File: config.mk
export PLATFORM = sky130hd
export DESIGN_NAME = tx_frame_fsm
export DESIGN_NICKNAME = d
export VERILOG_FILES = /design/src/rtl/tx_frame_fsm.sv
export SDC_FILE = /design/constraint.sdc
export NUM_CORES = 1
export LEC_CHECK = 0
export BUFFER_PORTS_ARGS = -buffer_cell sky130_fd_sc_hd__buf_2
export CAP_MARGIN = 10
export CORE_ASPECT_RATIO = 2
export CORE_MARGIN = 5
export CORE_UTILIZATION = 30
export CTS_CLUSTER_DIAMETER = 100
export DETAILED_ROUTE_END_ITERATION = 12
export GPL_TIMING_DRIVEN = 1
export PLACE_DENSITY = 0.53
export SYNTH_ARGS = -nofsm -noshare
export SYNTH_HDL_FRONTEND = slang
export SYNTH_SLANG_ARGS = --single-unit
File: constraint.sdc
create_clock -name clk -period 2.6 [get_ports clk]
set_input_delay 0.52 -clock clk [delete_from_list [all_inputs] [get_ports clk]]
set_output_delay 0.52 -clock clk [all_outputs]
set_load 0.01 [all_outputs]
File: src/rtl/tx_frame_fsm.sv
// tx_frame_fsm: serial frame transmitter (start, LSB-first data, optional parity, stop bits) gated by clear-to-send.
module tx_frame_fsm #(
    parameter int DATA_W       = 8,
    parameter int CLKS_PER_BIT = 4,
    parameter int PARITY_EN    = 1,
    parameter int PARITY_ODD   = 0,
    parameter int STOP_BITS    = 1
) (
    input  logic              clk,
    input  logic              nrst,
    input  logic              tx_valid,
    input  logic [DATA_W-1:0] tx_data,
    input  logic              cts,
    input  logic              tx_abort,
    output logic              tx_ready,
    output logic              tx_dout,
    output logic              busy,
    output logic              success
);
    localparam int CW = $clog2(CLKS_PER_BIT + 1);
    localparam int BW = $clog2(DATA_W + 1);
    localparam logic [CW-1:0] LAST_CNT  = CW'(CLKS_PER_BIT - 1);
    localparam logic [BW-1:0] LAST_BIT  = BW'(DATA_W - 1);
    localparam logic [BW-1:0] LAST_STOP = BW'(STOP_BITS - 1);
    localparam logic          ODD       = PARITY_ODD != 0;

    typedef enum logic [2:0] {IDLE, WAIT_CTS, START, DATA, PARITY, STOP} state_t;

    state_t            state_q, state_d;
    logic [CW-1:0]     cnt_q, cnt_d;
    logic [BW-1:0]     bit_q, bit_d;
    logic [DATA_W-1:0] shift_q, shift_d;
    logic              par_q, par_d;
    logic              tx_ready_q, tx_ready_d;
    logic              tx_dout_q, tx_dout_d;
    logic              busy_q, busy_d;
    logic              success_q, success_d;
    logic              wrap;
    logic [CW-1:0]     step;

    assign wrap = cnt_q == LAST_CNT;
    assign step = wrap ? '0 : cnt_q + 1'b1;

    always_comb begin
        state_d   = state_q;
        cnt_d     = cnt_q;
        bit_d     = bit_q;
        shift_d   = shift_q;
        par_d     = par_q;
        success_d = 1'b0;
        if (state_q != IDLE && tx_abort) begin
            state_d = IDLE;
            cnt_d   = '0;
            bit_d   = '0;
        end else begin
            case (state_q)
                IDLE: if (tx_valid) begin
                    state_d = WAIT_CTS;
                    shift_d = tx_data;
                    par_d   = (^tx_data) ^ ODD;
                end
                WAIT_CTS: if (cts) begin
                    state_d = START;
                    cnt_d   = '0;
                end
                START: begin
                    cnt_d = step;
                    if (wrap) begin
                        state_d = DATA;
                        bit_d   = '0;
                    end
                end
                DATA: begin
                    cnt_d = step;
                    if (wrap && bit_q == LAST_BIT) begin
                        state_d = PARITY_EN != 0 ? PARITY : STOP;
                        bit_d   = '0;
                    end else if (wrap) begin
                        bit_d   = bit_q + 1'b1;
                        shift_d = shift_q >> 1;
                    end
                end
                PARITY: begin
                    cnt_d = step;
                    if (wrap) state_d = STOP;
                end
                STOP: begin
                    cnt_d = step;
                    if (wrap && bit_q == LAST_STOP) begin
                        state_d   = IDLE;
                        bit_d     = '0;
                        success_d = 1'b1;
                    end else if (wrap) begin
                        bit_d = bit_q + 1'b1;
                    end
                end
                default: state_d = IDLE;
            endcase
        end
        // outputs are registered from the next state so they line up with it
        tx_ready_d = state_d == IDLE;
        busy_d     = state_d != IDLE;
        tx_dout_d  = state_d == START  ? 1'b0 :
                     state_d == DATA   ? shift_d[0] :
                     state_d == PARITY ? par_q : 1'b1;
    end

    always_ff @(posedge clk or negedge nrst) begin
        if (!nrst) begin
            state_q    <= IDLE;
            cnt_q      <= '0;
            bit_q      <= '0;
            shift_q    <= '0;
            par_q      <= 1'b0;
            tx_ready_q <= 1'b1;
            tx_dout_q  <= 1'b1;
            busy_q     <= 1'b0;
            success_q  <= 1'b0;
        end else begin
            state_q    <= state_d;
            cnt_q      <= cnt_d;
            bit_q      <= bit_d;
            shift_q    <= shift_d;
            par_q      <= par_d;
            tx_ready_q <= tx_ready_d;
            tx_dout_q  <= tx_dout_d;
            busy_q     <= busy_d;
            success_q  <= success_d;
        end
    end

    assign tx_ready = tx_ready_q;
    assign tx_dout  = tx_dout_q;
    assign busy     = busy_q;
    assign success  = success_q;
endmodule
==> flow_metrics.py, run 1 <==
metrics = {
    "global_routing": {
        "pin_count_of_the_biggest_net_entering_global_routing": 24,
        "grt_first_pass_wirelength_mm": 5.271,
        "globalRouteTotalUtil_pct": 10.84,
        "antenna_found_initial": 0,
        "gr-total-overflow": 0,
        "number_of_global_route_vias_before_repair": 1232,
    },
    "setup_path": {
        "worst_path_max_delay_cell": "dfrtp_1",
        "critPathBufInv": 0,
        "worst_setup_path_end_kind": "flop",
        "required_time_of_the_critical_path_ns": 2.77,
        "timing.critical_path.max_delay_family": "simple AND/OR/NAND/NOR gates",
        "timing.critical_path.cells": "or3_4 > a21o_1 > or4_4 > a21oi_2 > a22oi_1",
        "longest_individual_stage_delay_on_the_worst_path_ns": 0.55,
        "worst_setup_path_start_kind": "flop",
        "timing_worst_setup_path_type": "flop to flop",
        "cp_data_arrival_time_ns": 2.12,
        "critPathMaxFanout": 16,
    },
    "synthesis": {
        "synth.cell_area_um2": 1353,
        "average_instance_area_after_synthesis_um2": 8.957,
        "netlist_instances": 151,
        "synthesis.nets": 168,
        "synth_warnings": 0,
        "ff_latch_count_synth": 23,
        "synth_largest_area_cell": "dfrtp_1",
        "ys_seq_area_share_pct": 42.74,
        "post_synth_num_cell_types": 39,
        "synth.top_cells.by_area": "dfrtp_1, xnor2_1, a21oi_1",
        "yosys.area.top_type_share_pct": 38.85,
    },
    "drt": {
        "wl_per_cell_um": 13.60,
        "dr_total_vias": 1147,
        "drt_initial_violations": 14,
        "post-route-drc-count": 0,
        "first_pass_iters": 4,
        "antenna_left": 0,
        "totalWireLength_mm": 2.979,
        "viasPerCell": 5.237,
    },
    "sta": {
        "min_period_over_period_pct": 75.22,
        "setup_violations": 0,
        "timing.final.crit_period_ns": 1.956,
        "total_neg_setup_slack_ns": 0,
        "worst_pin_slew_ns": 0.5122,
        "drv_slew": 0,
        "total_count_of_hold_check_failures_in_the_final_report": 0,
        "final.setup_skew_ns": 0.002278,
        "max_freq_ghz": 0.5113,
        "rsz_0062_raised_after_global_routing": "no",
        "worst_slew_margin_rel_pct": 65.85,
    },
    "layout": {
        "final_nets": 183,
        "antenna_cells": 0,
        "drive_gt1_share_pct": 16.36,
        "stdcell_area_um2": 1521,
        "areaGrowthSynthToFinish_pct": 12.49,
    },
    "power_and_ir_drop": {
        "p_total_mw": 1.360,
        "power_leakage_nw": 0.6638,
        "power_density_nw_per_um2": 894.1,
        "max-vdd-ir-drop_v": 0.0003949,
    },
    "clocking": {
        "cts_resized": 0,
        "hold_buffers": 0,
        "cts_setup_buffers": 0,
        "cts_tree": "yes",
        "buffer_cell_driving_the_clock_tree_root": "clkbuf_8",
        "h-tree-depth": 1,
        "clk_pin_slew_worst_paths_ns": 0.08,
        "cts.sink_count": 23,
        "skew_pair_late_insertion_delay_ns": 0.26,
        "cts_buffer_depth": 2,
        "tritoncts.num_buffers": 3,
    },
    "placement": {
        "post_dp_cell_area_um2": 1476,
        "gp_routability_congestion": 0.8430,
        "buffer_ports.inserted": 16,
        "detailedPlacementHpwl_mm": 2.369,
    },
    "floorplanning": {
        "die_area_um2": 6033,
        "chipHeight_um": 105.0,
        "start_util_pct": 30.87,
        "fp-row-count": 34,
        "die_width_um": 57.48,
        "design.portCount": 17,
        "coreArea_um2": 4382,
    },
    "outcome": {
        "status": "finished clean",
    },
    "job": {
        "max_cap_violations": 0,
    },
    "min_path": {
        "holdCritPathClass": "primary input to asynchronous set/reset pin",
    },
}
[per-stage QoR]
step | hold WS, ns | util (%) | cells | setup WS (ns)
after floorplan | 0.2244 | - | 151 | 0.8201
after global placement | 0.4933 | 33.70 | 215 | 0.6438
after detailed placement | 0.5023 | 33.70 | 215 | 0.6403
after CTS | 0.2335 | 34.72 | 219 | 0.6295
after global routing | 0.2543 | 34.72 | 219 | 0.5607
final | 0.2216 | 34.72 | 219 | 0.6443
[Yosys cell counts, drive strengths merged]
master  count
dfrtp      21
nor2       18
a21oi      15
inv         9
o21ai       9
xnor2       9
nand2       8
a22oi       7
nor3        7
buf         4
ha          4
clkbuf      3
nand2b      3
nand3b      3
and2        2
and3        2
and3b       2
dfstp       2
nand4       2
nor3b       2
o22ai       2
xor2        2
a21o        1
a221oi      1
a311oi      1
a31oi       1
a32oi       1
mux2        1
mux2i       1
nand3       1
nor2b       1
o211ai      1
o21bai      1
o31ai       1
or2b        1
or3         1
or4         1
[logic make-up after synthesis]
group	after synthesis	share of synthesized area (%)
simple gates	54	21.46
xor+xnor	11	7.124
buf+inv	16	4.810
mux	2	1.573
fa+ha+maj	4	3.700
compound gates	41	18.60
flops	23	42.74
[cells in the final DEF, fill, tap and decap left out, types with 2 or more instances in the layout]
cell | Yosys | layout
xnor2_1 | 9 | 9
a21oi_1 | 14 | 14
nand4_1 | 2 | 2
inv_1 | 9 | 9
nand2b_1 | 3 | 3
dfrtp_1 | 21 | 21
nand3b_1 | 3 | 3
o21ai_0 | 9 | 9
nor2_1 | 18 | 18
xor2_1 | 2 | 2
and3_1 | 2 | 2
buf_2 | 4 | 16
nand2_1 | 8 | 8
and2_1 | 2 | 2
and3b_1 | 2 | 2
nor3_1 | 6 | 6
ha_1 | 4 | 4
a22oi_1 | 7 | 7
dfstp_2 | 2 | 2
o22ai_1 | 2 | 2
clkbuf_8 | 0 | 3
nor3b_1 | 2 | 2
[path summary, 6_finish.rpt]
path | slack, ns | cells after the start | to | from
hold reg to reg | 0.51 | 1 | cnt_q[2]$_DFFE_PN0P_ | cnt_q[2]$_DFFE_PN0P_
setup reg to reg | 0.64 | 5 | tx_dout$_DFF_PN1_ | state_q[0]$_DFF_PN0_
setup / recovery | 0.64 | 5 | tx_dout$_DFF_PN1_ | state_q[0]$_DFF_PN0_
min in group clk | 0.51 | 3 | shift_q[7]$_DFFE_PN0P_ | tx_data[7]
max in group asynchronous | 2.01 | 1 | tx_ready$_DFF_PN1_ | nrst
hold / removal | 0.22 | 1 | success$_DFF_PN0_ | nrst
[where the power goes]
part / leakage [nW] / switching [mW] / internal [mW] / total (mW)
logic: 0.353 / 0.306 / 0.243 / 0.549
clock network: 0.0228 / 0.105 / 0.109 / 0.214
registers: 0.288 / 0.107 / 0.489 / 0.597
[state kept, by name (all words and copies together) (netlist names), 3 cells and up]
register	count
state_q	3
cnt_q	3
shift_q	8
bit_q	4
[layer usage]
metal,vias to the layer above,global-route usage [%],routed length (um)
li1,557,-,-
met1,562,11.41,1134
met2,22,19.58,1680
met3,6,1.852,84
met4,0,5.804,80
met5,-,0,0
[area by class of cell]
class                           instances  area (um^2)
Fill cell                             488         2860
Sequential cell                        23        578.1
Tap cell                               54        67.56
Multi-Input combinational cell        112        709.4
Timing Repair Buffer                   17        87.58
Clock buffer                            4        45.04
Inverter                                9        33.78
(Power assumes the default switching activity.)
==> run 2, diff against run 1 <==
==> constraint.sdc (replaced) <==
create_clock -name clk -period 1.8 [get_ports clk]
set_input_delay 0.36 -clock clk [delete_from_list [all_inputs] [get_ports clk]]
set_output_delay 0.36 -clock clk [all_outputs]
set_load 0.01 [all_outputs]
==> flow_metrics.py, run 2 (synthesized netlist as in run 1, its figures left out) <==
metrics = {
    "setup_path": {
        "cp_data_arrival_time_ns": 1.97,
        "timing.critical_path.cells": "ha_1 > nand2b_1 > nor3_1 > or4_4 > a21oi_2 > a22oi_1",
        "required_time_of_the_critical_path_ns": 1.99,
        "worst_setup_path_start_kind": "flop",
        "rr_worst_depth": 6,
        "worst_setup_path_end_kind": "flop",
        "critPathBufInv": 0,
        "longest_individual_stage_delay_on_the_worst_path_ns": 0.56,
        "slack_of_the_worst_reg_to_reg_path_ns": 0.03,
        "timing.critical_path.max_delay_family": "simple AND/OR/NAND/NOR gates",
        "worst_path_max_delay_cell": "or4_4",
        "critPathMaxFanout": 5,
        "timing_worst_setup_path_type": "flop to flop",
        "rr_endpoint": "tx_dout$_DFF_PN1_",
        "worst_r2r_startpoint": "cnt_q[0]$_DFFE_PN0P_",
    },
    "placement": {
        "post_dp_cell_area_um2": 1549,
        "gp_routability_congestion": 0.8557,
        "buffer_ports.inserted": 16,
        "detailedPlacementHpwl_mm": 2.459,
        "dp.cells": 223,
    },
    "power_and_ir_drop": {
        "combinationalPowerShare_pct": 45.6,
        "p_total_mw": 2.097,
        "switching_part_of_the_total_pct": 39.21,
        "p_int_mw": 1.275,
        "max-vdd-ir-drop_v": 0.0005184,
        "share_seq_of_total_power_pct": 38.2,
        "switching_power_uw": 822.0,
        "share_clk_of_total_power_pct": 16.1,
        "power_leakage_nw": 0.7072,
        "power_density_nw_per_um2": 1292,
    },
    "drt": {
        "dr_wl_met3_um": 126,
        "post-route-drc-count": 0,
        "first_pass_iters": 4,
        "detailroute.wirelength.met2_mm": 1.844,
        "wl_per_cell_um": 14.56,
        "viasPerCell": 5.176,
        "totalWireLength_mm": 3.305,
        "drt_initial_violations": 36,
        "dr_total_vias": 1175,
        "wirelength_met1_mm": 1.239,
        "antenna_left": 0,
        "highest-signal-layer": "met4",
    },
    "clocking": {
        "clk_pin_slew_worst_paths_ns": 0.09,
        "buffer_cell_driving_the_clock_tree_root": "clkbuf_8",
        "tritoncts.num_buffers": 3,
        "cts_buffer_depth": 2,
        "skew_pair_late_insertion_delay_ns": 0.27,
        "hold_buffers": 0,
        "cts_setup_buffers": 0,
        "cts.sink_count": 23,
        "cts_tree": "yes",
        "h-tree-depth": 1,
    },
    "layout": {
        "largest_reg_flops": 8,
        "leading_cell_type_in_the_layout_fill_and_taps_excluded": "dfrtp_1",
        "most-common-layout-cells": "dfrtp_1, nor2_1, buf_2",
        "top_flop_regs": "shift_q (8), bit_q (4)",
        "finalCoreUtilization_pct": 37.04,
        "areaGrowthSynthToFinish_pct": 19.98,
        "final_nets": 191,
        "drive_gt1_share_pct": 24.28,
        "registers.top_by_ff_count": "shift_q",
        "stdcell_area_um2": 1623,
        "fillerInstances": 444,
        "antenna_cells": 0,
        "final_instance_count_excl_fillers": 227,
    },
    "min_path": {
        "holdCritPathClass": "primary input to asynchronous set/reset pin",
    },
    "global_routing": {
        "number_of_global_route_vias_before_repair": 1256,
        "gr-total-overflow": 0,
        "pin_count_of_the_biggest_net_entering_global_routing": 24,
        "antenna_found_initial": 0,
        "globalRouteTotalUtil_pct": 11.93,
        "grt_first_pass_wirelength_mm": 5.671,
    },
    "sta": {
        "drv_slew": 0,
        "max_freq_ghz": 0.5642,
        "worst_slew_margin_rel_pct": 64.17,
        "total_count_of_hold_check_failures_in_the_final_report": 0,
        "worst_pin_slew_ns": 0.5375,
        "timing.final.crit_period_ns": 1.772,
        "rsz_0062_raised_after_global_routing": "yes",
        "final.setup_skew_ns": 0.005069,
        "finalHoldWorstSlack_ns": 0.05698,
        "setup_violations": 0,
        "min_period_over_period_pct": 98.46,
    },
    "floorplanning": {
        "chipHeight_um": 105.0,
        "coreArea_um2": 4382,
        "die_width_um": 57.48,
        "fp-row-count": 34,
        "design.portCount": 17,
        "die_area_um2": 6033,
        "start_util_pct": 30.87,
    },
    "job": {
        "max_cap_violations": 0,
    },
    "outcome": {
        "status": "finished clean",
    },
}
[run 2: final cells by class]
class / count / area, um^2 / share of cell area [%]
multi-input cells: 112 / 737.0 / 45.41
flip-flops and latches: 23 / 578.1 / 35.62
repair buffers: 25 / 160.2 / 9.869
well taps: 54 / 67.56 / 4.163
clock buffers: 3 / 41.29 / 2.544
inverters: 9 / 33.78 / 2.082
clock inverters: 1 / 5.005 / 0.3084
[run 2: power groups by stage]
stage	Clock (mW)	Combinational [mW]	Sequential, mW
after CTS	0.357	0.936	0.804
after detailed placement	0	0.931	0.815
final	0.339	0.957	0.801
after global routing	0.375	1.08	0.826
after global placement	0	0.905	0.809
after floorplan	0	0.646	0.815
[run 2: repair_timing]
item,CTS,global route
setup endpoints to repair,6,12
pin swaps,0,1
resized for setup,2,6
[run 2: per-layer routing]
layer / up-vias / track usage [%]
met2: 32 / 21.76
met5: - / 0
met1: 565 / 12.74
li1: 571 / -
met3: 7 / 1.605
met4: 0 / 6.136
[run 2: worst max path at each step]
stage	startpoint	endpoint	cells past startpoint
final	cnt_q[0]$_DFFE_PN0P_	tx_dout$_DFF_PN1_	6
after global placement	bit_q[0]$_DFFE_PN0P_	tx_ready$_DFF_PN1_	8
after CTS	bit_q[0]$_DFFE_PN0P_	tx_dout$_DFF_PN1_	8
after detailed placement	bit_q[0]$_DFFE_PN0P_	tx_ready$_DFF_PN1_	8
after floorplan	cnt_q[0]$_DFFE_PN0P_	tx_dout$_DFF_PN1_	7
after global routing	bit_q[0]$_DFFE_PN0P_	tx_dout$_DFF_PN1_	8
[run 2: metrics by stage]
step                      worst slack, ns  setup TNS (ns)
after floorplan                   0.02006               0
after global routing             -0.06225         -0.1701
final                             0.02769               0
after CTS                         0.01344               0
after global placement           -0.05637         -0.1032
after detailed placement         -0.03107        -0.04092
